===== config.mk =====
export PLATFORM = sky130hd
export DESIGN_NAME = ahb_apb_bridge
export DESIGN_NICKNAME = d
export VERILOG_FILES = /design/src/rtl/ahb_apb_bridge.sv
export SDC_FILE = /design/constraint.sdc
export NUM_CORES = 1
export LEC_CHECK = 0
export ABC_AREA = 1
export CORE_MARGIN = 8
export CORE_UTILIZATION = 40
export DETAILED_ROUTE_END_ITERATION = 8
export DONT_BUFFER_PORTS = 1
export SYNTH_ARGS = -nofsm -noshare
export SYNTH_HDL_FRONTEND = slang
export SYNTH_SLANG_ARGS = --single-unit

===== constraint.sdc =====
create_clock -name clk -period 1.9 [get_ports clk]
set_input_delay 0.285 -clock clk [delete_from_list [all_inputs] [get_ports clk]]
set_output_delay 0.285 -clock clk [all_outputs]
set_load 0.01 [all_outputs]

===== src/rtl/ahb_apb_bridge.sv =====
// AHB-lite slave to APB bridge: one SETUP/ACCESS per selected transfer, wait states, two-cycle errors.
// Optional macro APB_PSLVERR_EN: report PSLVERR on completion as an AHB ERROR response.
module ahb_apb_bridge #(
  parameter int unsigned ADDR_WIDTH = 16,
  parameter int unsigned TIMEOUT    = 255
) (
  input  logic                  clk,
  input  logic                  reset,
  input  logic                  HSEL,
  input  logic [31:0]           HADDR,
  input  logic                  HWRITE,
  input  logic [1:0]            HTRANS,
  input  logic [2:0]            HSIZE,
  input  logic [31:0]           HWDATA,
  input  logic                  HREADY,
  output logic [31:0]           HRDATA,
  output logic                  HREADYOUT,
  output logic                  HRESP,
  output logic [ADDR_WIDTH-1:0] PADDR,
  output logic                  PSEL,
  output logic                  PENABLE,
  output logic                  PWRITE,
  output logic [31:0]           PWDATA,
  output logic [3:0]            PSTRB,
  input  logic [31:0]           PRDATA,
  input  logic                  PREADY,
  input  logic                  PSLVERR
);

  typedef enum logic [2:0] {
    S_IDLE, S_SETUP, S_ACCESS, S_ERR1, S_ERR2
  } state_t;

  state_t                r_state;
  state_t                w_next;
  logic [7:0]            r_cnt;
  logic [31:0]           r_hrdata;
  logic [ADDR_WIDTH-1:0] r_paddr;
  logic                  r_pwrite;
  logic [3:0]            r_pstrb;
  logic [3:0]            w_strb;
  logic                  w_accept;
  logic                  w_open;
  logic                  w_timeout;
  logic                  w_slverr;
  logic                  w_unused;

  assign w_accept  = HSEL & HTRANS[1] & HREADY;
  assign w_open    = (r_state == S_IDLE) || (r_state == S_ERR2);
  assign w_timeout = (r_cnt == 8'(TIMEOUT - 1));

`ifdef APB_PSLVERR_EN
  assign w_slverr = PSLVERR;
  assign w_unused = ^{HADDR[31:ADDR_WIDTH], HTRANS[0]};
`else
  assign w_slverr = 1'b0;
  assign w_unused = ^{HADDR[31:ADDR_WIDTH], HTRANS[0], PSLVERR};
`endif

  always_comb begin
    w_strb = 4'b1111;
    case (HSIZE)
      3'd0:    w_strb = 4'b0001 << HADDR[1:0];
      3'd1:    w_strb = 4'b0011 << {HADDR[1], 1'b0};
      default: w_strb = 4'b1111;
    endcase
  end

  always_comb begin
    w_next    = r_state;
    PSEL      = 1'b0;
    PENABLE   = 1'b0;
    HREADYOUT = 1'b1;
    HRESP     = 1'b0;
    case (r_state)
      S_IDLE, S_ERR2: begin
        HRESP = (r_state == S_ERR2);
        if (w_accept) w_next = (HSIZE > 3'd2) ? S_ERR1 : S_SETUP;
        else          w_next = S_IDLE;
      end
      S_SETUP: begin
        PSEL      = 1'b1;
        HREADYOUT = 1'b0;
        w_next    = S_ACCESS;
      end
      S_ACCESS: begin
        PSEL      = 1'b1;
        PENABLE   = 1'b1;
        HREADYOUT = 1'b0;
        // PREADY takes priority over an expiring timeout in the same cycle
        if (PREADY)         w_next = w_slverr ? S_ERR1 : S_IDLE;
        else if (w_timeout) w_next = S_ERR1;
      end
      S_ERR1: begin
        HREADYOUT = 1'b0;
        HRESP     = 1'b1;
        w_next    = S_ERR2;
      end
      default: w_next = S_IDLE;
    endcase
  end

  always_ff @(posedge clk) begin
    if (reset) begin
      r_state  <= S_IDLE;
      r_cnt    <= '0;
      r_hrdata <= '0;
      r_paddr  <= '0;
      r_pwrite <= 1'b0;
      r_pstrb  <= '0;
    end else begin
      r_state <= w_next;
      if (w_open && w_accept) begin
        r_paddr  <= HADDR[ADDR_WIDTH-1:0];
        r_pwrite <= HWRITE;
        r_pstrb  <= HWRITE ? w_strb : 4'b0000;
      end
      if (r_state == S_SETUP)
        r_cnt <= '0;
      else if (r_state == S_ACCESS && !PREADY && !w_timeout)
        r_cnt <= r_cnt + 8'd1;
      if (r_state == S_ACCESS && PREADY && !r_pwrite && !w_slverr)
        r_hrdata <= PRDATA;
    end
  end

  assign HRDATA = r_hrdata;
  assign PADDR  = r_paddr;
  assign PWRITE = r_pwrite;
  assign PSTRB  = r_pstrb;
  assign PWDATA = HWDATA;

endmodule


# After elaboration in Yosys (flattened, before gate mapping)
# Index checks and enable logic that the tools add are counted.
# word_totals
elab_cells	45
inputBits	108
register_bits	64
out_inout_bits	89
# classes
n_addsub	1
n_bitwise	2
n_lt_le_gt_ge	1
reduce_logical	15
n_eq_ne	7
shifts	2
n_mux	11
# op_table
operator	n
3-bit case mux with 4 select lines	1
8-bit by 1-bit adder with 8-bit output (second input constant)	1
8-bit equality test (second input constant)	1
4-bit case mux with 2 select lines	1
3-bit by 1-bit equality test with 1-bit output (second input constant)	2
3-bit by 2-bit equality test with 1-bit output (second input constant)	2
3-bit zero test	2
3-bit 2-to-1 mux	2
2-bit OR reduction	3
1-bit logical AND	5
2-bit 2-to-1 mux	2
4-bit 2-to-1 mux	1
1-bit by 2-bit left shift with 4-bit output (first input constant)	1
2-bit by 2-bit left shift with 4-bit output (first input constant)	1
3-bit equality test (second input constant)	1
3-bit by 2-bit > comparator with 1-bit output (second input constant)	1
1-bit zero test	3
1-bit 2-to-1 mux	3
3-bit != test (second input constant)	1
3-bit OR reduction	1
1-bit AND	2
1-bit case mux with 2 select lines	1
1-bit logical OR	1

# Logic depth before layout (Yosys ltp)
# Gate-level depths: netlist of run 1.
# depth
ltp_word	4
mapped_depth	8
mapped_depth_nobuf	8

# Worst setup path before layout of run 1
# No wires, ideal clock.
# synth_path
path_kind	reg-to-reg
start	register r_cnt[0]
end	register r_cnt[2]
path_buffers	0
period_less_slack_ns	1.250
stages_incl_launch_ff	8
required_ns	1.830
arrival_time_ns	1.180
setup_slack_ns	0.650
setup_time_ns	0.070
path_cell_list	dfxtp_1 > inv_1 > ha_1 > nand2_1 > nor2_1 > a21oi_2 > nand2_1 > a21oi_1
# synth_via
elab_chain_cells	3
elab_cells_between_ends	4
classes_between	add/sub: 1; eq/ne: 1; reduce/logical: 2
# synth_rtl
item	line_no	text
from (decl)	36	logic [7:0] r_cnt;
from (signal assigned)	121	r_cnt <= r_cnt + 8'd1;
branches (longest 3 deep; another with 8-bit by 1-bit adder with 8-bit output)	--	
# Parallel ways; which one is timed is not known.
# A chain may end at the register's enable or synchronous reset.

# Final worst setup path of run 1
# layout_path
start	register r_state[0]
end	output HRESP
# layout_via
elab_chain_cells	3
elab_cells_between_ends	5
classes_between	eq/ne: 2; mux: 1; reduce/logical: 2
# layout_rtl
item	line_no	text
from (decl)	34	state_t r_state;
from (signal assigned)	112	r_state <= w_next;
3-bit equality test / 3-bit zero test (equally long branches)	75, 77	
2-bit OR reduction	75	case (r_state)
1-bit case mux with 2 select lines (*)	75	
to (decl)	18	output logic HRESP,
# Every way passes the cells marked *; elsewhere a longest branch is shown, timed or not.

==> impl_metrics.py, run 1 <==
metrics = {
    "min_path": {
        "hold_path.class": "input port to flop",
        "hold-path-cell-count": 2,
    },
    "sta": {
        "finalHoldViolations": 0,
        "timing.final.crit_share_pct": 83.6,
        "tightest_slew_ns": 0.540,
        "fin_crit_ns": 1.59,
        "drv_slew": 0,
        "timing.fmax_mhz": 630,
        "setup_violations": 0,
        "timing.hold.ws_ns": 0.0894,
        "setup_tns_ns": 0,
        "skew_ns": 0.00900,
        "max_slew_margin_pct": 64.0,
        "rsz0062_at_grt": "no",
    },
    "outcome": {
        "status": "complete, no violations",
    },
    "grt": {
        "grt_use_met1_pct": 14.7,
        "first_global_vias": 1991,
        "grt_start_max_net_pins": 37,
        "grt_overflow_total": 0,
        "grt-busiest-layer": "met2",
        "grt_pass1_wl_um": 10400,
        "grt_use_total_pct": 13.2,
        "use_met2_pct": 19.8,
        "use_met3_pct": 7.82,
        "antenna_found_initial": 0,
    },
    "pwr": {
        "vdd_ir_drop_max_mv": 0.336,
        "power_density_nw_per_um2": 990,
        "p_leak_nw": 1.07,
    },
    "floorplanning": {
        "coreArea_sq_um": 6760,
        "initial_core_util_pct": 41.2,
        "core.rowCount": 30,
        "die_w_um": 99.4,
        "die_h_um": 99.4,
        "dieArea_sq_um": 9890,
        "top_level_ports": 197,
    },
    "synth": {
        "ys_seq_area_share_pct": 46.0,
        "synth_xor_area_share_pct": 0.944,
        "synth_top_area_share_pct": 46.0,
        "syn_nets": 476,
        "synth_mux_area_share_pct": 0,
        "synth_compound_area_share_pct": 13.6,
        "synthTopCellsByArea": "dfxtp_1 (46%), nor2_1 (14%), o21ai_0 (9.7%)",
        "synth_edf_count": 0,
        "avgSynthCellArea_sq_um": 7.61,
        "synth_top_family_by_area": "simple AND/OR/NAND/NOR gates",
        "synth-simple-area-share_pct": 24.2,
        "ys.flop_type": "dfxtp_1",
        "async_flop_share_pct": 0,
        "syn_area_sq_um": 2780,
        "synth_fa_ha_area_share_pct": 0.899,
        "synth_cell_type_count": 28,
        "ys_seq_elements": 64,
        "yosysTopAreaCell": "dfxtp_1",
        "synthCells": 366,
        "yosysWarnings": 0,
    },
    "worst_setup_path": {
        "worstSetupPathType": "flop to primary output",
        "worst_path_dominant_cell_family": "flip-flops",
        "rrSetupSlack_ns": 0.42,
        "cp.required_ns": 1.62,
        "cp_cell_sequence": "or2_4 -> o21ai_0",
        "cp.depth": 2,
        "critPathMaxStageDelay_ns": 0.35,
        "cp-start-kind": "flop",
        "critPathMaxFanout": 4,
        "reg2reg_depth": 7,
        "critPathCaptureType": "primary output",
        "slowest_stage": "dfxtp_1",
        "crit_buf_inv": 0,
        "cp.arrival_ns": 1.30,
    },
    "finish": {
        "syn_to_final_growth_pct": -0.854,
        "final_common_cell": "nor2_1",
        "seqCellArea_sq_um": 1280,
        "final.fill_count": 707,
        "final_nets": 443,
        "layout_common_cells": "nor2_1 (105), dfxtp_1 (64), o21ai_0 (54)",
        "multiInputGateArea_sq_um": 1100,
        "drive_gt1_share_pct": 9.20,
        "diodes": 0,
    },
    "route": {
        "wirelength_um": 6540,
        "first_pass_iters": 4,
        "via_per_inst": 5.13,
        "wire_per_inst_um": 15.7,
        "drc_errors": 0,
        "postRouteAntennaNets": 0,
        "drt_iter0_drc": 84,
        "dr_total_vias": 2138,
    },
    "placement": {
        "hpwl_um": 4760,
        "numPortBuffers": 0,
        "gp_congestion": 0.773,
    },
    "clock_tree": {
        "cts-buffers-inserted": 9,
        "cts_buffer_depth": 2,
        "cts.sinks": 64,
        "clk_latency_ns": 0.33,
        "clkTransAtPathRegs_ns": 0.07,
        "cts_root_buf": "clkbuf_8",
        "cts_tree": "built",
        "htreeDepth": 3,
    },
    "run": {
        "maxCapViolCount": 0,
    },
}
Yosys cell counts, types with 2 or more instances:
library cell / count
a21oi_1: 13
buf_2: 4
buf_4: 35
buf_6: 3
clkbuf_1: 3
clkbuf_2: 3
dfxtp_1: 64
ha_1: 2
inv_1: 11
inv_2: 4
nand2_1: 37
nand3_1: 10
nand3_2: 2
nor2_1: 105
o21ai_0: 54
o21ai_1: 3
xnor2_1: 2
state kept, by name, indices dropped and copies added (netlist names):
register	count
r_cnt	8
PADDR	16
PWRITE	1
PSTRB	4
r_state	3
HRDATA	32
final cells by class:
cell class	count	area share, %
clock buffers	11	5.12
clock inverters	4	1.63
inverters	15	2.04
repair buffers	4	1.18
flip-flops and latches	64	46.4
multi-input cells	239	40.0
well taps	80	3.63
routing by layer:
layer	routed length [um]	share of wire, %
met4	95	1.5
met1	2710	41
met2	2880	44
met3	857	13
met5	0	0
cells by family (layout without fill, tap and decap cells):
kind of cell,after synthesis,in the layout
flip-flops,64,64
adder cells (fa/ha/maj),2,2
AO/OA/AOI/OAI,73,73
buffers and inverters,63,34
AND/OR/NAND/NOR,161,161
XOR/XNOR,3,3
per-stage QoR:
stage	setup WS, ns	cell area, sq um	power [W]	util [%]	cells
2_1_floorplan	0.650	2780	0.00169	-	366
3_3_place_gp	0.460	2560	0.00164	37.9	401
3_5_place_dp	0.430	2560	0.00165	37.9	401
4_1_cts	0.268	2760	0.00278	40.9	417
5_1_grt	0.239	2760	0.00288	40.9	417
6_report	0.312	2760	0.00273	40.9	417
report_power, final:
group | internal (W) | leakage (nW) | switching [W]
Sequential | 0.00139 | 0.519 | 0.0000606
Clock | 0.000628 | 0.0989 | 0.000486
Combinational | 0.0000558 | 0.447 | 0.000110
worst paths after layout:
check	from	end
worst max register to register	r_cnt[0]$_SDFFE_PP0P_	r_cnt[1]$_SDFFE_PP0P_
worst min-delay path	HADDR[12]	PADDR[12]$_SDFFE_PP0P_
worst min register to register	r_cnt[7]$_SDFFE_PP0P_	r_cnt[7]$_SDFFE_PP0P_
worst max-delay path	r_state[0]$_SDFFE_PP0P_	HRESP
repair_timing:
action                                 in CTS  in global routing
endpoints found under the hold margin       8                  0
hold buffers                                1                  0
setup buffers                               0                  0
resized for setup                           0                  0
Power figures use the tool's default switching activity.
==> run 2, diff against run 1 <==
clock period = 1.7 ns   (was 1.9 ns; I/O delays follow)
==> run 2 against run 1 <==
  * Sequential share of layout area increased by 0.11 points
  * Sequential power increased by 12%
  * Cell count unchanged
  * Cell area decreased by 0.23%
  * Clock skew decreased by 0.00077 ns
  * Clock-buffer cell count decreased by 1
  * Non-clock buffer count increased by 1
  * Worst hold slack got worse by 0.023 ns
  * Highest routed layer unchanged
==> impl_metrics.py, run 2 (synthesized netlist as in run 1, its figures left out) <==
metrics = {
    "finish": {
        "layout_common_cells": "nor2_1 (105), dfxtp_1 (64), o21ai_0 (54)",
        "stdcell_count": 417,
        "final.fill_count": 716,
        "syn_to_final_growth_pct": -1.08,
        "fin_area_sq_um": 2750,
        "final_common_cell": "nor2_1",
        "diodes": 0,
        "final_nets": 444,
        "drive_gt1_share_pct": 9.50,
        "largest_register_ffs": 32,
    },
    "route": {
        "drt_iter0_drc": 82,
        "dr_total_vias": 2100,
        "postRouteAntennaNets": 0,
        "drc_errors": 0,
        "wirelength_um": 6500,
        "via_per_inst": 5.04,
        "wire_per_inst_um": 15.6,
        "first_pass_iters": 4,
    },
    "placement": {
        "dpl.cell_count": 402,
        "numPortBuffers": 0,
        "dpl_cell_area_sq_um": 2580,
        "gp_congestion": 0.783,
        "hpwl_um": 4810,
    },
    "worst_setup_path": {
        "crit_buf_inv": 0,
        "critPathMaxStageDelay_ns": 0.35,
        "critPathMaxFanout": 4,
        "worstSetupStartpoint": "r_state[0]$_SDFFE_PP0P_",
        "cp-start-kind": "flop",
        "cp.depth": 2,
        "worstSetupPathType": "flop to primary output",
        "reg2reg_depth": 7,
        "rr_endpoint": "r_cnt[2]$_SDFFE_PP0P_",
        "worst_path_dominant_cell_family": "flip-flops",
        "slowest_stage": "dfxtp_1",
        "cp.required_ns": 1.44,
        "r2r-start": "r_cnt[0]$_SDFFE_PP0P_",
        "cp.arrival_ns": 1.30,
        "rrSetupSlack_ns": 0.26,
        "critPathCaptureType": "primary output",
        "cp_cell_sequence": "or2_4 -> o21ai_0",
    },
    "clock_tree": {
        "cts_buffer_depth": 2,
        "cts_resized": 0,
        "cts_tree": "built",
        "cts.sinks": 64,
        "cts_root_buf": "clkbuf_8",
        "cts_setup_buffers": 0,
        "htreeDepth": 3,
        "clk_latency_ns": 0.32,
        "hold_buffers": 1,
        "cts-buffers-inserted": 9,
        "clkTransAtPathRegs_ns": 0.07,
    },
    "min_path": {
        "whs_endpoint": "PADDR[8]$_SDFFE_PP0P_",
        "hold-path-cell-count": 2,
        "hold_start": "HADDR[8]",
        "hold_path.class": "input port to flop",
    },
    "run": {
        "maxCapViolCount": 0,
    },
    "outcome": {
        "status": "complete, no violations",
    },
    "pwr": {
        "power_w": 0.00289,
        "vdd_ir_drop_max_mv": 0.341,
        "p_leak_nw": 1.06,
        "power_density_nw_per_um2": 1050,
    },
    "floorplanning": {
        "coreArea_sq_um": 6760,
        "top_level_ports": 197,
        "die_h_um": 99.4,
        "dieArea_sq_um": 9890,
        "initial_core_util_pct": 41.2,
        "core.rowCount": 30,
        "die_w_um": 99.4,
    },
    "sta": {
        "rsz0062_at_grt": "no",
        "setup_tns_ns": 0,
        "tightest_slew_ns": 0.432,
        "max_slew_margin_pct": 71.2,
        "finalHoldViolations": 0,
        "drv_slew": 0,
        "timing.final.crit_share_pct": 91.7,
        "fin_crit_ns": 1.56,
        "skew_ns": 0.00823,
        "setup_violations": 0,
        "timing.fmax_mhz": 641,
    },
    "grt": {
        "grt_pass1_wl_um": 10400,
        "grt_start_max_net_pins": 49,
        "first_global_vias": 1988,
        "grt_use_total_pct": 12.9,
        "antenna_found_initial": 0,
        "grt_overflow_total": 0,
    },
}
run 2: changes by cell type in the layout (fill, tap and decap cells not counted), sizes merged:
cell      previous run  this run
buf                  3         4
bufinv               1         0
clkbuf              11        10
clkinvlp             0         1
run 2: stage by stage:
stage / hold slack (ns) / setup WS [ns] / utilization (%)
global route: 0.0419 / 0.0663 / 40.8
CTS: 0.0432 / 0.117 / 40.8
detailed placement: 0.328 / 0.251 / 38.2
floorplan: 0.390 / 0.450 / -
finish: 0.0669 / 0.140 / 40.8
global placement: 0.327 / 0.277 / 38.2
run 2: where the power goes:
part,switching [W],internal (W)
clock,0.000534,0.000544
combinational,0.000122,0.0000651
sequential,0.0000676,0.00156
total,0.000724,0.00217
run 2: metal layers:
metal / global-route usage [%] / up-vias / share of wire (%)
met5: 0 / - / 0
met4: 4.31 / 0 / 0.60
met3: 6.77 / 5 / 13
met2: 20.2 / 88 / 45
met1: 14.8 / 938 / 42
li1: - / 1069 / -
run 2: worst register-to-register path: cells and delay by family (launching register included):
kind            cells  cell delay [ns]
compound gates      2             0.52
flops               1             0.37
simple gates        3             0.20
fa+ha+maj           1             0.19
buf+inv             1             0.09
run 2: worst max path at each step:
stage	to	slack (ns)
after floorplan	r_cnt[2]$_SDFFE_PP0P_	0.45
after CTS	HRESP	0.12
final	HRESP	0.14
after detailed placement	r_cnt[4]$_SDFFE_PP0P_	0.25
after global routing	r_cnt[3]$_SDFFE_PP0P_	0.07
after global placement	r_cnt[3]$_SDFFE_PP0P_	0.28
run 2: final cells by class:
class                   instances  area (sq um)  area share (%)
clock buffers                  10           138            5.00
clock inverters                 4          22.5           0.818
inverters                      15          56.3            2.04
multi-input cells             239          1100            40.1
flip-flops and latches         64          1280            46.5
well taps                      80           100            3.63
repair buffers                  5          52.6            1.91
==> run 3, diff against run 2 <==
--- a/config.mk
+++ b/config.mk
@@ -8,4 +8,5 @@
 export ABC_AREA = 1
-export CORE_MARGIN = 8
+export CORE_MARGIN = 2
 export CORE_UTILIZATION = 40
+export CTS_CLUSTER_DIAMETER = 80
 export DETAILED_ROUTE_END_ITERATION = 8
--- a/constraint.sdc
+++ b/constraint.sdc
@@ -3,2 +3,2 @@
 set_output_delay 0.255 -clock clk [all_outputs]
-set_load 0.01 [all_outputs]
+set_load 0.005 [all_outputs]
==> run 3 against run 2 <==
  * Critical path depth increased by 5
  * Register-to-register slack lost 0.03 ns
  * Global-route usage increased by 1.6 points
  * Non-clock buffer count stayed put
  * Highest routed layer unchanged
  * Via count increased by 0.62%
  * Critical endpoint is now r_cnt[3]$_SDFFE_PP0P_
  * Clock power increased by 33%
  * Sequential share of layout area is 1.2 points lower
  * Clock-buffer cell count increased by 2
==> impl_metrics.py, run 3 (synthesized netlist as in run 1, its figures left out) <==
metrics = {
    "grt": {
        "grt_pass1_wl_um": 8710,
        "grt_use_total_pct": 14.5,
        "antenna_found_initial": 0,
        "first_global_vias": 1951,
        "grt_start_max_net_pins": 37,
        "grt_overflow_total": 0,
    },
    "pwr": {
        "p_int_w": 0.00252,
        "p_clk_share_pct": 44.6,
        "comb_power_share_pct": 5.8,
        "power_w": 0.00323,
        "power_density_nw_per_um2": 1140,
        "power_switching_w": 0.000710,
        "vdd_ir_drop_max_mv": 0.332,
        "p_leak_nw": 1.09,
        "p_seq_share_pct": 49.6,
        "p_sw_share_pct": 22.0,
    },
    "route": {
        "drc_errors": 0,
        "wirelength_um": 5730,
        "wire_per_inst_um": 13.7,
        "dr_total_vias": 2113,
        "drt_iter0_drc": 59,
        "via_per_inst": 5.06,
        "first_pass_iters": 5,
        "postRouteAntennaNets": 0,
    },
    "worst_setup_path": {
        "cp.required_ns": 1.96,
        "r2r-start": "r_cnt[0]$_SDFFE_PP0P_",
        "worstSetupStartpoint": "r_cnt[0]$_SDFFE_PP0P_",
        "critPathMaxStageDelay_ns": 0.39,
        "rr_endpoint": "r_cnt[3]$_SDFFE_PP0P_",
        "reg2reg_depth": 7,
        "worstSetupPathType": "flop to flop",
        "crit_top_cell": "nand2_1",
        "cp_cell_sequence": "inv_1 -> ha_1 -> nand2_1 -> nor2_1 -> a21oi_2 -> nand2_1 -> a21oi_1",
        "critPathCaptureType": "flop",
        "critPathMaxFanout": 9,
        "cp-start-kind": "flop",
        "cp.arrival_ns": 1.73,
        "rrSetupSlack_ns": 0.23,
        "slowest_stage": "a21oi_2",
    },
    "clock_tree": {
        "htreeDepth": 3,
        "cts_setup_buffers": 0,
        "cts.sinks": 64,
        "clkTransAtPathRegs_ns": 0.07,
        "hold_buffers": 1,
        "cts_tree": "built",
        "clk_latency_ns": 0.33,
        "cts_root_buf": "clkbuf_8",
        "cts-buffers-inserted": 9,
        "cts_buffer_depth": 2,
        "cts_resized": 0,
    },
    "finish": {
        "layout_common_cells": "nor2_1 (105), dfxtp_1 (64), o21ai_0 (54)",
        "final_nets": 444,
        "drive_gt1_share_pct": 9.47,
        "final_common_cell": "nor2_1",
        "fin_area_sq_um": 2830,
        "diodes": 0,
        "final_util_pct": 41.8,
        "syn_to_final_growth_pct": 1.53,
        "final.fill_count": 719,
        "multiInputGateArea_sq_um": 1100,
        "seqCellArea_sq_um": 1280,
        "largest_register_ffs": 32,
    },
    "sta": {
        "setup_violations": 0,
        "setup_tns_ns": 0,
        "max_slew_margin_pct": 69.2,
        "fin_crit_ns": 1.47,
        "fin_ws_ns": 0.227,
        "timing.fmax_mhz": 679,
        "finalHoldViolations": 0,
        "timing.final.crit_share_pct": 86.7,
        "drv_slew": 0,
        "skew_ns": 0.00429,
        "rsz0062_at_grt": "no",
        "tightest_slew_ns": 0.462,
    },
    "floorplanning": {
        "coreArea_sq_um": 6760,
        "core.rowCount": 30,
        "dieArea_sq_um": 7640,
        "top_level_ports": 197,
        "die_h_um": 87.4,
        "die_w_um": 87.4,
        "initial_core_util_pct": 41.2,
    },
    "placement": {
        "numPortBuffers": 0,
        "hpwl_um": 4050,
        "dpl_cell_area_sq_um": 2600,
        "gp_congestion": 0.749,
        "pre_cts_ws_ns": 0.246,
    },
    "outcome": {
        "status": "complete, no violations",
    },
    "run": {
        "maxCapViolCount": 0,
    },
    "min_path": {
        "hold_path.class": "input port to flop",
        "hold-path-cell-count": 2,
        "hold_start": "HADDR[3]",
        "whs_endpoint": "PADDR[3]$_SDFFE_PP0P_",
    },
}
==> run 3: critical path, delay by kind of cell, from the launching register on <==
kind                       cells  cell delay [ns]
DFF                            1             0.37
adders and majority gates      1             0.20
AOI/OAI and AO/OA              2             0.54
buffers and inverters          1             0.09
and+or+nand+nor                3             0.21
==> run 3: stage by stage <==
step	hold WS (ns)	cells
final	0.0609	418
after global routing	0.0422	418
after detailed placement	0.328	402
after floorplan	0.390	366
after CTS	0.0406	418
after global placement	0.327	402
==> run 3: worst max-delay path by stage <==
stage	to	slack, ns	cells after the start
2_1_floorplan	r_cnt[2]$_SDFFE_PP0P_	0.45	7
3_3_place_gp	r_cnt[3]$_SDFFE_PP0P_	0.27	7
3_5_place_dp	r_cnt[3]$_SDFFE_PP0P_	0.25	7
4_1_cts	r_cnt[3]$_SDFFE_PP0P_	0.23	7
5_1_grt	r_cnt[2]$_SDFFE_PP0P_	0.09	7
6_report	r_cnt[3]$_SDFFE_PP0P_	0.23	7
==> run 3: layer usage <==
metal	share of wire (%)	global-route usage (%)
met1	43	15.7
met2	45	24.0
met3	10	6.64
met4	1.4	6.99
met5	0	0
==> run 3: final cells by class <==
class / instances / area share, %
inverter: 15 / 1.99
sequential: 64 / 45.3
multi-input combinational: 239 / 39.0
clock inverter: 3 / 2.30
tap: 80 / 3.54
clock buffer: 12 / 5.49
timing repair buffer: 5 / 2.30
==> run 3: power by group through the flow <==
| stage | sequential (W) | clock, W | combinational, W |
|---|---|---|---|
| after floorplan | 0.00162 | 0 | 0.000221 |
| after global placement | 0.00164 | 0 | 0.000180 |
| after detailed placement | 0.00164 | 0 | 0.000184 |
| after CTS | 0.00160 | 0.00150 | 0.000189 |
| after global routing | 0.00161 | 0.00156 | 0.000217 |
| final | 0.00160 | 0.00144 | 0.000188 |
